## src/rtl/spi_burst_ram_if.sv

```systemverilog
// Command/response bus between the SPI slave front end and the burst RAM.
interface spi_burst_ram_if #(
  parameter int DATA_WIDTH = 8
) ();
  logic [DATA_WIDTH+1:0] din;
  logic                  rx_valid;
  logic [DATA_WIDTH-1:0] dout;
  logic                  tx_valid;
  logic                  err;

  modport master (output din, output rx_valid, input dout, input tx_valid, input err);
  modport slave  (input din, input rx_valid, output dout, output tx_valid, output err);
endinterface

```

## src/rtl/spi_burst_ram.sv

```systemverilog
// Single-port RAM slave decoding 2-bit command prefixes, with optional burst
// address auto-increment (wrapping at MEM_DEPTH-1) and an error pulse.
module spi_burst_ram #(
  parameter int DATA_WIDTH = 8,
  parameter int ADDR_SIZE  = 8,
  parameter int MEM_DEPTH  = 256,
  parameter int AUTO_INC   = 1
) (
  input  logic            clk,
  input  logic            rst_n,
  spi_burst_ram_if.slave  bus
);

  typedef enum logic [1:0] {
    CMD_WADDR = 2'b00,
    CMD_WDATA = 2'b01,
    CMD_RADDR = 2'b10,
    CMD_RDATA = 2'b11
  } cmd_e;

  logic [DATA_WIDTH-1:0] mem [MEM_DEPTH];

  logic [ADDR_SIZE-1:0]  wr_addr;
  logic [ADDR_SIZE-1:0]  rd_addr;
  logic                  wr_armed;
  logic                  rd_armed;

  cmd_e                  cmd;
  logic [ADDR_SIZE-1:0]  a;
  logic [DATA_WIDTH-1:0] d;
  logic                  a_ok;

  assign cmd  = cmd_e'(bus.din[DATA_WIDTH+1:DATA_WIDTH]);
  assign a    = bus.din[ADDR_SIZE-1:0];
  assign d    = bus.din[DATA_WIDTH-1:0];
  assign a_ok = int'(a) < MEM_DEPTH;

  // Post-access pointer update; holds the pointer when auto-increment is off.
  function automatic logic [ADDR_SIZE-1:0] next_addr(input logic [ADDR_SIZE-1:0] p);
    if (AUTO_INC == 0)
      return p;
    if (int'(p) == MEM_DEPTH - 1)
      return '0;
    return p + ADDR_SIZE'(1);
  endfunction

  // Storage is never reset; a write is blocked while reset is asserted.
  always_ff @(posedge clk) begin
    if (rst_n && bus.rx_valid && cmd == CMD_WDATA && wr_armed)
      mem[wr_addr] <= d;
  end

  always_ff @(posedge clk) begin
    if (!rst_n) begin
      bus.dout     <= '0;
      bus.tx_valid <= 1'b0;
      bus.err      <= 1'b0;
      wr_addr      <= '0;
      rd_addr      <= '0;
      wr_armed     <= 1'b0;
      rd_armed     <= 1'b0;
    end else begin
      bus.tx_valid <= 1'b0;
      bus.err      <= 1'b0;
      if (bus.rx_valid) begin
        case (cmd)
          CMD_WADDR: begin
            if (a_ok) begin
              wr_addr  <= a;
              wr_armed <= 1'b1;
            end else begin
              bus.err <= 1'b1;
            end
          end
          CMD_WDATA: begin
            if (wr_armed)
              wr_addr <= next_addr(wr_addr);
            else
              bus.err <= 1'b1;
          end
          CMD_RADDR: begin
            if (a_ok) begin
              rd_addr  <= a;
              rd_armed <= 1'b1;
            end else begin
              bus.err <= 1'b1;
            end
          end
          CMD_RDATA: begin
            if (rd_armed) begin
              bus.dout     <= mem[rd_addr];
              bus.tx_valid <= 1'b1;
              rd_addr      <= next_addr(rd_addr);
            end else begin
              bus.err <= 1'b1;
            end
          end
        endcase
      end
    end
  end

endmodule

```

## src/flat_wrapper.sv

```systemverilog
// flat-port wrapper written by rule: the top's interface ports become plain ports
module spi_burst_ram_flat 
#(
  parameter int DATA_WIDTH = 8,
  parameter int ADDR_SIZE  = 8,
  parameter int MEM_DEPTH  = 256,
  parameter int AUTO_INC   = 1
)
  (clk, rst_n, bus_din, bus_rx_valid, bus_dout, bus_tx_valid, bus_err);
  spi_burst_ram_if #(.DATA_WIDTH(DATA_WIDTH)) bus_i ();
  input  logic clk;
  input  logic rst_n;
  input wire logic [$bits(bus_i.din)-1:0] bus_din;
  input wire logic [$bits(bus_i.rx_valid)-1:0] bus_rx_valid;
  output wire logic [$bits(bus_i.dout)-1:0] bus_dout;
  output wire logic [$bits(bus_i.tx_valid)-1:0] bus_tx_valid;
  output wire logic [$bits(bus_i.err)-1:0] bus_err;
  assign bus_i.din = bus_din;
  assign bus_i.rx_valid = bus_rx_valid;
  assign bus_dout = bus_i.dout;
  assign bus_tx_valid = bus_i.tx_valid;
  assign bus_err = bus_i.err;
  spi_burst_ram #(.DATA_WIDTH(DATA_WIDTH), .ADDR_SIZE(ADDR_SIZE), .MEM_DEPTH(MEM_DEPTH), .AUTO_INC(AUTO_INC)) u_core (.clk(clk), .rst_n(rst_n), .bus(bus_i));
endmodule
```

## config.mk

```make
export PLATFORM = sky130hd
export DESIGN_NAME = spi_burst_ram_flat
export DESIGN_NICKNAME = d
export VERILOG_FILES = /design/src/rtl/spi_burst_ram_if.sv /design/src/rtl/spi_burst_ram.sv /design/src/flat_wrapper.sv
export SDC_FILE = /design/constraint.sdc
export NUM_CORES = 2
export LEC_CHECK = 0
export BUFFER_PORTS_ARGS = -buffer_cell sky130_fd_sc_hd__buf_4
export CORE_ASPECT_RATIO = 0.9
export CORE_MARGIN = 10
export CORE_UTILIZATION = 50
export DETAILED_ROUTE_END_ITERATION = 6
export PLACE_DENSITY = 0.76
export SYNTH_ARGS = -nofsm -noshare
export SYNTH_HDL_FRONTEND = slang
export SYNTH_SLANG_ARGS = --single-unit
```

## constraint.sdc

```tcl
create_clock -name clk -period 2.26 [get_ports clk]
set_input_delay 0 -clock clk [delete_from_list [all_inputs] [get_ports clk]]
set_output_delay 0 -clock clk [all_outputs]
set_load 0.03 [all_outputs]
```

==> metrics <==
gr ovfl total=0; drt wl/cell=31.8 um; Tcrit/Tclk final=130%; min-delay src=bus_din[9]; Reg-to-Reg End=u_core.bus.dout[3]; Hold Path Sink=u_core.rd_addr[1]; Rel. slew slack=between 30% and 40%; VDD IR max=approximately 750 uV; dominant synthesized flop cell=edfxtp_1; Max Slew Vio Count=0; worst slew pin tran=0.968 ns; CP Data Required Time=about 3.0 ns; Core Util, Final=about 61%; CP Launch Type=flop; drt drc=0; global-route wire length before repair=roughly 320000 um; largest net degree at the start of global routing=just over 100; slowest CP cell=a2111oi_1; PD cells=around 800 nW/um^2; clock latency at the later pin of the worst-skew pair=~0.84 ns; Clock Tree Buf Depth=3; multi-input logic area=about 19000 sq um; RSZ-0062 raised after global routing=true; Worst setup EP type=flop; gp weighted congestion=0.945; antenna viol nets, final=0; layer with the highest usage=met2; IO Port Bufs=22; Final Hold Fails=0; synth warn=0; R2R cell count=11; Vias/cell=~6.5; EDFF count, synth=between 2000 and 2500; Seq/Total Area, Yosys=about three quarters; # H-tree levels=4; CTS tree=built; Total GRT Usage=between 20% and 30%; Final min period=2.95 ns; most frequent cells in the layout=edfxtp_1 (2048), buf_4 (711), mux4_2 (498); synthesized area=~80000 sq um; clock root buffer=clkbuf_16; failing checks=negative setup slack; register area=about 62000 sq um; initial DRC count=just over 7000; CP cell instances=buf_12, bufbuf_16, buf_16, buf_16, nand2_1, buf_4, o221ai_1, a2111oi_1, a211oi_1, a31o_2, o311ai_1; flops & latches, synth=approximately 2100; hold depth=6; slack of the critical path=-0.687 ns; final WL=roughly 220000 um; Worst Path Class, Setup=flop to flop; row count=140; Mapped Nets=3851; clock buffer count from CTS=~190; cell mode on critical path=buf_16; number of I/O pins=23; leading cell type in the layout, fill and taps excluded=edfxtp_1; status=complete, but fails checks; Arr. time, crit path=about 3.7 ns; Initial Util=between 50% and 60%; synth unique cells=72; DP HPWL=around 140000 um; Avg Inst Size Synth=approximately 21 sq um; Vias=45100; clock sink total=approximately 2100; share of flip-flops with an asynchronous set or reset=0%; met2 Use GR=37.0%; grt met3 use=between 5 and 6%; skew final=roughly 0.053 ns; area grow syn2layout=20.2%; Syn Inst Count=approximately 3800; Worst-path clk slew=~0.070 ns; worst-path fanout max=18; Max Freq=about 340 MHz; Layout Nets=roughly 4700; Die ar.=180000 sq um; setup TNS=-5.18 ns; Setup-failing EPs final=12; max-cap violation count=0; die height=just over 400 um; met1 Resource Use GR=between 30 and 40%; chip width=446 um; R2R Setup Slk=-0.69 ns; Hold WC Path Type=primary input to flop; vias in the first global route=around 44000; Crit path largest cell delay=between 0.8 and 0.9 ns; DRT Pass-1 Iters=5; core area=between 150000 and 200000 sq um; layout cell share with drive strength beyond 1=between 30% and 40%; reg2reg start=u_core.rd_addr[0]; Filler Cell Count=between 10000 and 15000; initial antenna violation count=4; Lkg Pwr=around 31 nW
-- state kept, by name, indices dropped and copies added (netlist names) --
| register | cells |
|---|---|
| u_core.wr_addr | 8 |
| u_core.rd_addr | 8 |
| u_core.wr_armed | 1 |
| u_core.bus.tx_valid | 1 |
| u_core.bus.dout | 8 |
| u_core.bus.err | 1 |
| u_core.rd_armed | 1 |
| u_core.mem | 2048 |
-- synth_stat cells (all sizes together) (10+ instances only) --
| library cell | count | area [sq um] |
|---|---|---|
| edfxtp | 2048 | 61500 |
| mux4 | 530 | 12100 |
| nor2 | 321 | 1210 |
| buf | 148 | 1210 |
| nand2 | 87 | 327 |
| clkbuf | 80 | 320 |
| mux2i | 68 | 681 |
| a21oi | 54 | 270 |
| a22oi | 50 | 375 |
| nor2b | 41 | 257 |
| a211oi | 37 | 278 |
| o22ai | 36 | 231 |
| nand3 | 32 | 160 |
| o21ai | 32 | 160 |
| dfxtp | 28 | 561 |
| nor3 | 27 | 135 |
| mux2 | 26 | 293 |
| o221ai | 14 | 123 |
| inv | 11 | 41.3 |
| nor4 | 11 | 68.8 |
| a31oi | 10 | 62.6 |
| nand2b | 10 | 62.6 |
| or3 | 10 | 62.6 |
-- repair_timing --
action,CTS,global route
buffers inserted,49,28
hold buffers,18,0
endpoints found under the hold margin,1073,0
resized for setup,151,98
gates cloned,7,2
pin swaps,29,39
endpoints found under the setup margin,47,158
-- cells by family (layout without fill, tap and decap cells) --
kind of cell             after synthesis  after routing  synth area share (%)
XOR/XNOR                               1              1                0.0107
flip-flops                          2076           2076                  76.1
buffers and inverters                240           1247                  1.94
AO/OA/AOI/OAI                        312            312                  2.66
multiplexers                         624            624                  16.1
adder cells (fa/ha/maj)                5              5                0.0768
AND/OR/NAND/NOR                      575            575                  3.10
other                                  0              1                     0
-- stage by stage --
step	power [mW]	setup WS, ns	hold slack (ns)	cell area, sq um	std cells
6_report	78.5	-0.687	0.150	98000	6971
2_1_floorplan	45.1	-0.134	0.0989	81600	3833
3_5_place_dp	47.0	-0.920	0.441	89700	6525
4_1_cts	78.6	-0.601	0.129	97300	6946
3_3_place_gp	46.9	-0.916	0.432	89700	6525
5_1_grt	80.4	-0.691	0.127	98000	6970
-- worst max-delay path by stage --
stage                            startpoint                 end  slack [ns]
after global routing      u_core.rd_addr[0]  u_core.bus.dout[5]       -0.69
after detailed placement  u_core.rd_addr[0]  u_core.bus.dout[1]       -0.92
final                     u_core.rd_addr[0]  u_core.bus.dout[3]       -0.69
after floorplan           u_core.rd_addr[0]  u_core.bus.dout[5]       -0.13
after CTS                 u_core.rd_addr[0]  u_core.bus.dout[7]       -0.60
after global placement    u_core.rd_addr[0]  u_core.bus.dout[1]       -0.92
-- area by class of cell --
| class | instances | share of cell area (%) |
|---|---|---|
| Sequential cell | 2076 | 63.4 |
| Multi-Input combinational cell | 1517 | 19.0 |
| Timing Repair Buffer | 883 | 8.61 |
| Clock buffer | 249 | 5.19 |
| Tap cell | 2130 | 2.72 |
| Clock inverter | 104 | 1.06 |
| Inverter | 11 | 0.0421 |
| Antenna cell | 1 | 0.00255 |
-- critical path: cells and delay by family, from the launching register on --
kind	cells	cell delay, ns
AOI/OAI and AO/OA	5	1.49
and+or+nand+nor	1	0.11
buffers and inverters	5	0.88
DFF	1	0.36
-- routing by layer --
metal,vias to the layer above,routed length [um]
met2,3442,103000
met1,23400,79700
met4,0,10600
met5,-,0
li1,17700,-
met3,566,27900
-- power breakdown --
group,switching (mW),internal (mW)
clock,14.2,17.6
combinational,2.46,1.96
sequential,0.0398,42.3
total,16.7,61.9
Note: power is estimated with default switching activity, not from simulation.
